File: config.mk
export PLATFORM = sky130hd
export DESIGN_NAME = hazard_unit
export DESIGN_NICKNAME = d
export VERILOG_FILES = /design/src/rtl/hazard_unit.sv
export SDC_FILE = /design/constraint.sdc
export NUM_CORES = 1
export LEC_CHECK = 0
export CORE_MARGIN = 4
export CORE_UTILIZATION = 30
export DETAILED_ROUTE_END_ITERATION = 8
export GPL_TIMING_DRIVEN = 0
export PLACE_DENSITY = 0.64
export REMOVE_ABC_BUFFERS = 1
export SYNTH_ARGS = -nofsm -noshare
export SYNTH_HDL_FRONTEND = slang
export SYNTH_SLANG_ARGS = --single-unit
File: constraint.sdc
create_clock -name clk -period 2.5 [get_ports clk]
set_input_delay 0.5 -clock clk [delete_from_list [all_inputs] [get_ports clk]]
set_output_delay 0.5 -clock clk [all_outputs]
set_load 0.005 [all_outputs]
File: src/rtl/hazard_unit.sv
// Pipeline hazard controller for the 5-stage RV32I core: load-use and branch
// hazards, data-memory wait freeze with timeout, and stall/flush counters.
module hazard_unit #(
    parameter int unsigned MEM_TIMEOUT = 16,
    parameter int unsigned CNT_W       = 32
) (
    input  logic             clk,
    input  logic             rstN,
    input  logic [4:0]       idRs1,
    input  logic [4:0]       idRs2,
    input  logic             idUsesRs1,
    input  logic             idUsesRs2,
    input  logic [4:0]       exRd,
    input  logic             exMemRead,
    input  logic             exPcSrc,
    input  logic             memReq,
    input  logic             memReady,
    output logic             pcWrite,
    output logic             ifidWrite,
    output logic             ifidFlush,
    output logic             idexWrite,
    output logic             idexFlush,
    output logic             exmemWrite,
    output logic             memwbFlush,
    output logic             memTimeout,
    output logic [CNT_W-1:0] stallCount,
    output logic [CNT_W-1:0] flushCount
);

    localparam int unsigned WAIT_W = $clog2(MEM_TIMEOUT + 1);

    typedef enum logic [1:0] {
        S_RUN      = 2'd0,
        S_MEM_WAIT = 2'd1,
        S_HALT     = 2'd2
    } state_t;

    state_t             r_state;
    logic [WAIT_W-1:0]  r_wait_cnt;
    logic               r_timeout;
    logic [CNT_W-1:0]   r_stall_cnt;
    logic [CNT_W-1:0]   r_flush_cnt;

    logic               w_load_use;
    logic               w_mem_stall;
    logic               w_freeze;

    // x0 is never a real producer, so it cannot create a load-use hazard.
    assign w_load_use  = exMemRead && (exRd != 5'd0) &&
                         ((idUsesRs1 && (exRd == idRs1)) ||
                          (idUsesRs2 && (exRd == idRs2)));
    assign w_mem_stall = memReq && !memReady;
    assign w_freeze    = (r_state == S_HALT) || w_mem_stall;

    // Control outputs: zero-latency, priority freeze > branch > load-use.
    always_comb begin
        pcWrite    = 1'b1;
        ifidWrite  = 1'b1;
        ifidFlush  = 1'b0;
        idexWrite  = 1'b1;
        idexFlush  = 1'b0;
        exmemWrite = 1'b1;
        memwbFlush = 1'b0;
        if (w_freeze) begin
            pcWrite    = 1'b0;
            ifidWrite  = 1'b0;
            idexWrite  = 1'b0;
            exmemWrite = 1'b0;
            memwbFlush = 1'b1;
        end else if (exPcSrc) begin
            ifidFlush  = 1'b1;
            idexFlush  = 1'b1;
        end else if (w_load_use) begin
            pcWrite    = 1'b0;
            ifidWrite  = 1'b0;
            idexFlush  = 1'b1;
        end
    end

    // Memory-wait FSM with timeout into a reset-only HALT state.
    always_ff @(posedge clk or negedge rstN) begin
        if (!rstN) begin
            r_state    <= S_RUN;
            r_wait_cnt <= '0;
            r_timeout  <= 1'b0;
        end else begin
            case (r_state)
                S_RUN: begin
                    if (w_mem_stall) begin
                        r_state    <= S_MEM_WAIT;
                        r_wait_cnt <= WAIT_W'(1);
                    end
                end
                S_MEM_WAIT: begin
                    if (!w_mem_stall) begin
                        r_state    <= S_RUN;
                        r_wait_cnt <= '0;
                    end else if (r_wait_cnt == WAIT_W'(MEM_TIMEOUT - 1)) begin
                        r_state    <= S_HALT;
                        r_timeout  <= 1'b1;
                    end else begin
                        r_wait_cnt <= r_wait_cnt + WAIT_W'(1);
                    end
                end
                S_HALT: begin
                    r_state <= S_HALT;
                end
                default: begin
                    r_state    <= S_RUN;
                    r_wait_cnt <= '0;
                end
            endcase
        end
    end

    // Performance counters, free-running modulo 2^CNT_W.
    always_ff @(posedge clk or negedge rstN) begin
        if (!rstN) begin
            r_stall_cnt <= '0;
            r_flush_cnt <= '0;
        end else begin
            if (!pcWrite) begin
                r_stall_cnt <= r_stall_cnt + CNT_W'(1);
            end
            if (ifidFlush) begin
                r_flush_cnt <= r_flush_cnt + CNT_W'(1);
            end
        end
    end

    assign memTimeout = r_timeout;
    assign stallCount = r_stall_cnt;
    assign flushCount = r_flush_cnt;

endmodule

Word level (Yosys, flattened, before mapping):

Index checks and enable logic that the tools add are counted.

* equal/unequal tests: 8
* reduce and logical (&&, ||, !) cells: 13
* add/subtract/negate cells: 3
* bitwise operators: 1
* mux-type cells: 18

Operators with widths (number)
* $add 32x1->32 const B: 2
* $mux 5: 3
* $pmux 5 s3: 1
* $eq 5x5->1: 2
* $mux 1: 10
* $mux 2: 3
* $ne 3x3->1 const B: 2
* $pmux 2 s3: 1
* $reduce_and 3->1: 2
* $add 5x1->5 const B: 1
* $eq 5x4->1 const B: 1
* $logic_and 1x1->1: 5
* $reduce_bool 5->1: 1
* $eq 2x1->1 const B: 1
* $eq 2x2->1 const B: 1
* $logic_not 2->1: 1
* $logic_or 1x1->1: 2
* $ne 2x2->1 const B: 1
* $reduce_and 2->1: 1
* $logic_not 1->1: 1
* $not 1->1: 1

* output and inout port bits: 72
* logic and storage cells: 48
* input bits: 23
* flip-flop bits (word level): 72

Depth between registers and ports, before layout:

* depth after elaboration: 7
* depth in mapped cells: 8
* mapped depth without buffers: 7

Least setup slack after synthesis:

OpenSTA, ideal clock, no wires.

* path kind: input port to output port
* start point: in exRd[2]
* end point: out pcWrite
* path slack: 0.180 ns
* data arrival time: 1.820 ns
* cell stages on the path: 7
* buffers on the path: 2
* data required time: 2.000 ns
* cells stage by stage: xor2_1 -> nor4_2 -> a32oi_1 -> o31ai_4 -> inv_4 -> buf_6 -> buf_4

* word-level cells in the longest chain between the ends: 7
* elaborated cells on any way between the ends: 11
* those cells by class: 2 x eq/ne; 3 x mux; 6 x reduce/logical

RTL lines
* start, declared: RTL line 13 `input logic [4:0] exRd,`
* $eq 5x5->1 (on tied branches): RTL line 50, 51
* $logic_and 1x1->1 (on tied branches): RTL line 50, 51
* $logic_or 1x1->1: RTL line 50 `((idUsesRs1 && (exRd == idRs1)) ||`
* $logic_and 1x1->1 *: RTL line 49 `assign w_load_use = exMemRead && (exRd != 5'd0) &&`
* $mux 1 * (3 in series)
* end, declared: RTL line 18 `output logic pcWrite,`

Mark *: on every way between the ends. The rest lies on a longest branch, timed or not.

Worst setup path in the final report:

* start point: in idRs2[4]
* end point: out pcWrite

* word-level cells in the longest chain between the ends: 7

RTL lines
* start, declared: RTL line 10 `input logic [4:0] idRs2,`
* $eq 5x5->1: RTL line 51 `(idUsesRs2 && (exRd == idRs2)));`
* $logic_and 1x1->1: RTL line 51
* $logic_or 1x1->1: RTL line 50
* $logic_and 1x1->1: RTL line 49
* $mux 1: RTL line 73 `end else if (w_load_use) begin`
* $mux 1: RTL line 70 `end else if (exPcSrc) begin`
* $mux 1: RTL line 64 `if (w_freeze) begin`

No other way between the ends.

==> results.yml <==
sta:
  final-setup-viol-count: 0
  fin_hold_ws_ns: 0.0981
  period_share_pct: 97.1
  setup_ws_ns: 0.0724
  slew_headroom_pct: 44.6
  max_freq_mhz: 412
  final.setup_skew_ns: 0.0101
  fin_crit_ns: 2.43
  slew_viol_final: 0
  max_slew.worst_pin.slew_ns: 0.825
  hold_viol: 0
die:
  die_area_um2: 13700
  rows: 39
  core_area_um2: 11500
  start_util_pct: 30.9
  die_w_um: 117
  die_h_um: 117
  design.portCount: 95
final_layout:
  layout-drive-gt1-share_pct: 13.4
  mostFrequentLayoutCell: "clkdlybuf4s50_1"
  nNetsFinal: 462
  n_antenna_cell: 0
  fillers: 1112
  area_growth_pct: 42.6
  final_cell_mix: "clkdlybuf4s50_1 (75), dfrtp_1 (72), xor2_1 (38)"
placed_design:
  gp_congestion: 0.735
  portBuffers: 94
  hpwl_um: 6260
  pre_cts_slack_ns: -0.852
global_route:
  grt_start_max_net_pins: 46
  antenna_found_initial: 0
  grt_pass1_vias: 2891
  gr-total-overflow: 0
  grtUsageTotal_pct: 13.3
  grt_pass1_wl_um: 14600
worst_setup_path:
  crit_required_ns: 2.00
  end_kind: "output pin"
  worstPathArrival_ns: 1.93
  path_cells: "dlygate4sd2_1 > xor2_2 > nor4_2 > a32oi_2 > buf_4 > o31ai_4 > inv_4 > buf_6"
  startpoint_type: "input pin"
  worstPathMaxFanout: 4
  critPathSlowestCell: "o31ai_4"
  path_class: "input pin to output pin"
  r2r_cells: 6
  rrSetupSlack_ns: 0.22
  critPathMaxStageDelay_ns: 0.26
pwr:
  leakagePower_uw: 0.00213
  peakVddDrop_v: 0.000245
  power_density_nw_per_um2: 685
route:
  vias: 2759
  firstDrtPassIters: 6
  drt_iter0_drc: 125
  ant_nets: 0
  post-route-drc-count: 0
  viasPerCell: 4.74
  routed_wl_um: 8450
  detail_route.wl_per_cell_um: 14.5
clock_tree:
  cts_buffer_depth: 2
  cts_tree: "yes"
  cts.sinks: 72
  h-tree-depth: 3
  clock-root-buffer: "clkbuf_16"
  clock_latency_ns: 0.33
  path_clk_slew_ns: 0.06
  cts_inserted_buffers: 9
synthesis:
  ys.flop_type: "dfrtp_1"
  ys_ff_latch: 72
  ys_types: 44
  syn_area_um2: 3560
  yosys.area.top_type: "dfrtp_1"
  seq_area_frac_synth_pct: 50.7
  syn_avg_cell_area_um2: 10.8
  synth.top_cell.area_share_pct: 50.7
  yosysWarnings: 0
  synth_edf_count: 0
  syn_inst: 329
  synthArstFlopShare_pct: 100
  synthTopCellsByArea: "dfrtp_1 (51%), xor2_1 (9.6%), xnor2_1 (8.6%)"
min_path:
  hold_class: "input pin to async pin"
outcome:
  status: "finished clean"
run:
  drv_cap: 0
through the flow:
| stage | area [um^2] | util [%] | std cells | TNS, ns | total power [uW] |
|---|---|---|---|---|---|
| detailed placement | 4650 | 40.4 | 557 | -13.46 | 2110 |
| floorplan | 3500 | - | 319 | 0 | 1700 |
| global route | 5070 | 44.0 | 582 | -0.00109 | 3670 |
| finish | 5070 | 44.0 | 582 | 0 | 3470 |
| global placement | 4620 | 40.1 | 556 | -125.12 | 2080 |
| CTS | 5040 | 43.8 | 578 | 0 | 3530 |
Yosys cell counts, types with 3 or more instances:
cell type,instances
ha_1,4
mux2_2,3
nand4_1,13
nor3_1,14
inv_1,13
nor4_1,6
and3_1,10
xor2_1,39
nand2b_1,4
nor2_1,18
xnor2_1,35
clkbuf_1,6
and4_1,6
nand3_1,19
nand2_1,28
nor4b_2,3
dfrtp_1,72
nor2b_1,4
per-layer routing:
layer	global-route usage [%]	vias to the layer above	wire length, um	share of wire (%)
li1	-	1337	-	-
met1	17.7	1340	3910	46
met2	20.4	73	3880	46
met3	4.99	9	557	6.6
met4	3.52	0	95	1.1
met5	0	-	0	0
logic make-up after synthesis:
logic type | count (synthesis) | share of synthesized area, %
simple gates | 139 | 22.7
fa+ha+maj | 4 | 1.41
buf+inv | 24 | 3.06
xor+xnor | 74 | 18.2
compound gates | 12 | 2.67
flops | 72 | 50.7
mux | 4 | 1.23
layout make-up:
class | count | area [um^2] | share of cell area [%]
multi-input combinational | 233 | 1700 | 33.4
timing repair buffer | 105 | 1020 | 20.1
clock buffer | 10 | 239 | 4.71
tap | 143 | 179 | 3.53
sequential | 72 | 1800 | 35.5
inverter | 14 | 55.1 | 1.09
clock inverter | 5 | 81.3 | 1.60
timing repair:
| action | in CTS | in global routing |
|---|---|---|
| pin swaps | 6 | 7 |
| gates cloned | 0 | 0 |
| buffers inserted | 6 | 4 |
| hold buffers | 0 | 0 |
| resized for setup | 33 | 21 |
| endpoints found under the setup margin | 16 | 10 |
report_power, final:
part | switching (uW) | internal, uW
clock | 485 | 895
combinational | 244 | 376
sequential | 185 | 1290
critical path: cells and delay by family:
kind,cells,cell delay (ns)
buffers and inverters,4,0.61
AOI/OAI and AO/OA,2,0.40
and+or+nand+nor,1,0.24
xor gates and xnor gates,1,0.15
state kept, by name, indices dropped and copies added, names as in the netlist:
name        flops
flushCount     32
memTimeout      1
stallCount     32
r_wait_cnt      5
r_state         2
path summary, 6_finish.rpt:
check / startpoint / endpoint
min in group clk: flushCount[31] / flushCount[31]
worst min register to register: flushCount[31] / flushCount[31]
worst max-delay path: idRs2[4] / pcWrite
max in group asynchronous: rstN / stallCount[1]
worst max register to register: stallCount[7] / stallCount[22]
worst min-delay path: rstN / flushCount[29]
No activity file was read; power rests on OpenSTA's default activity.
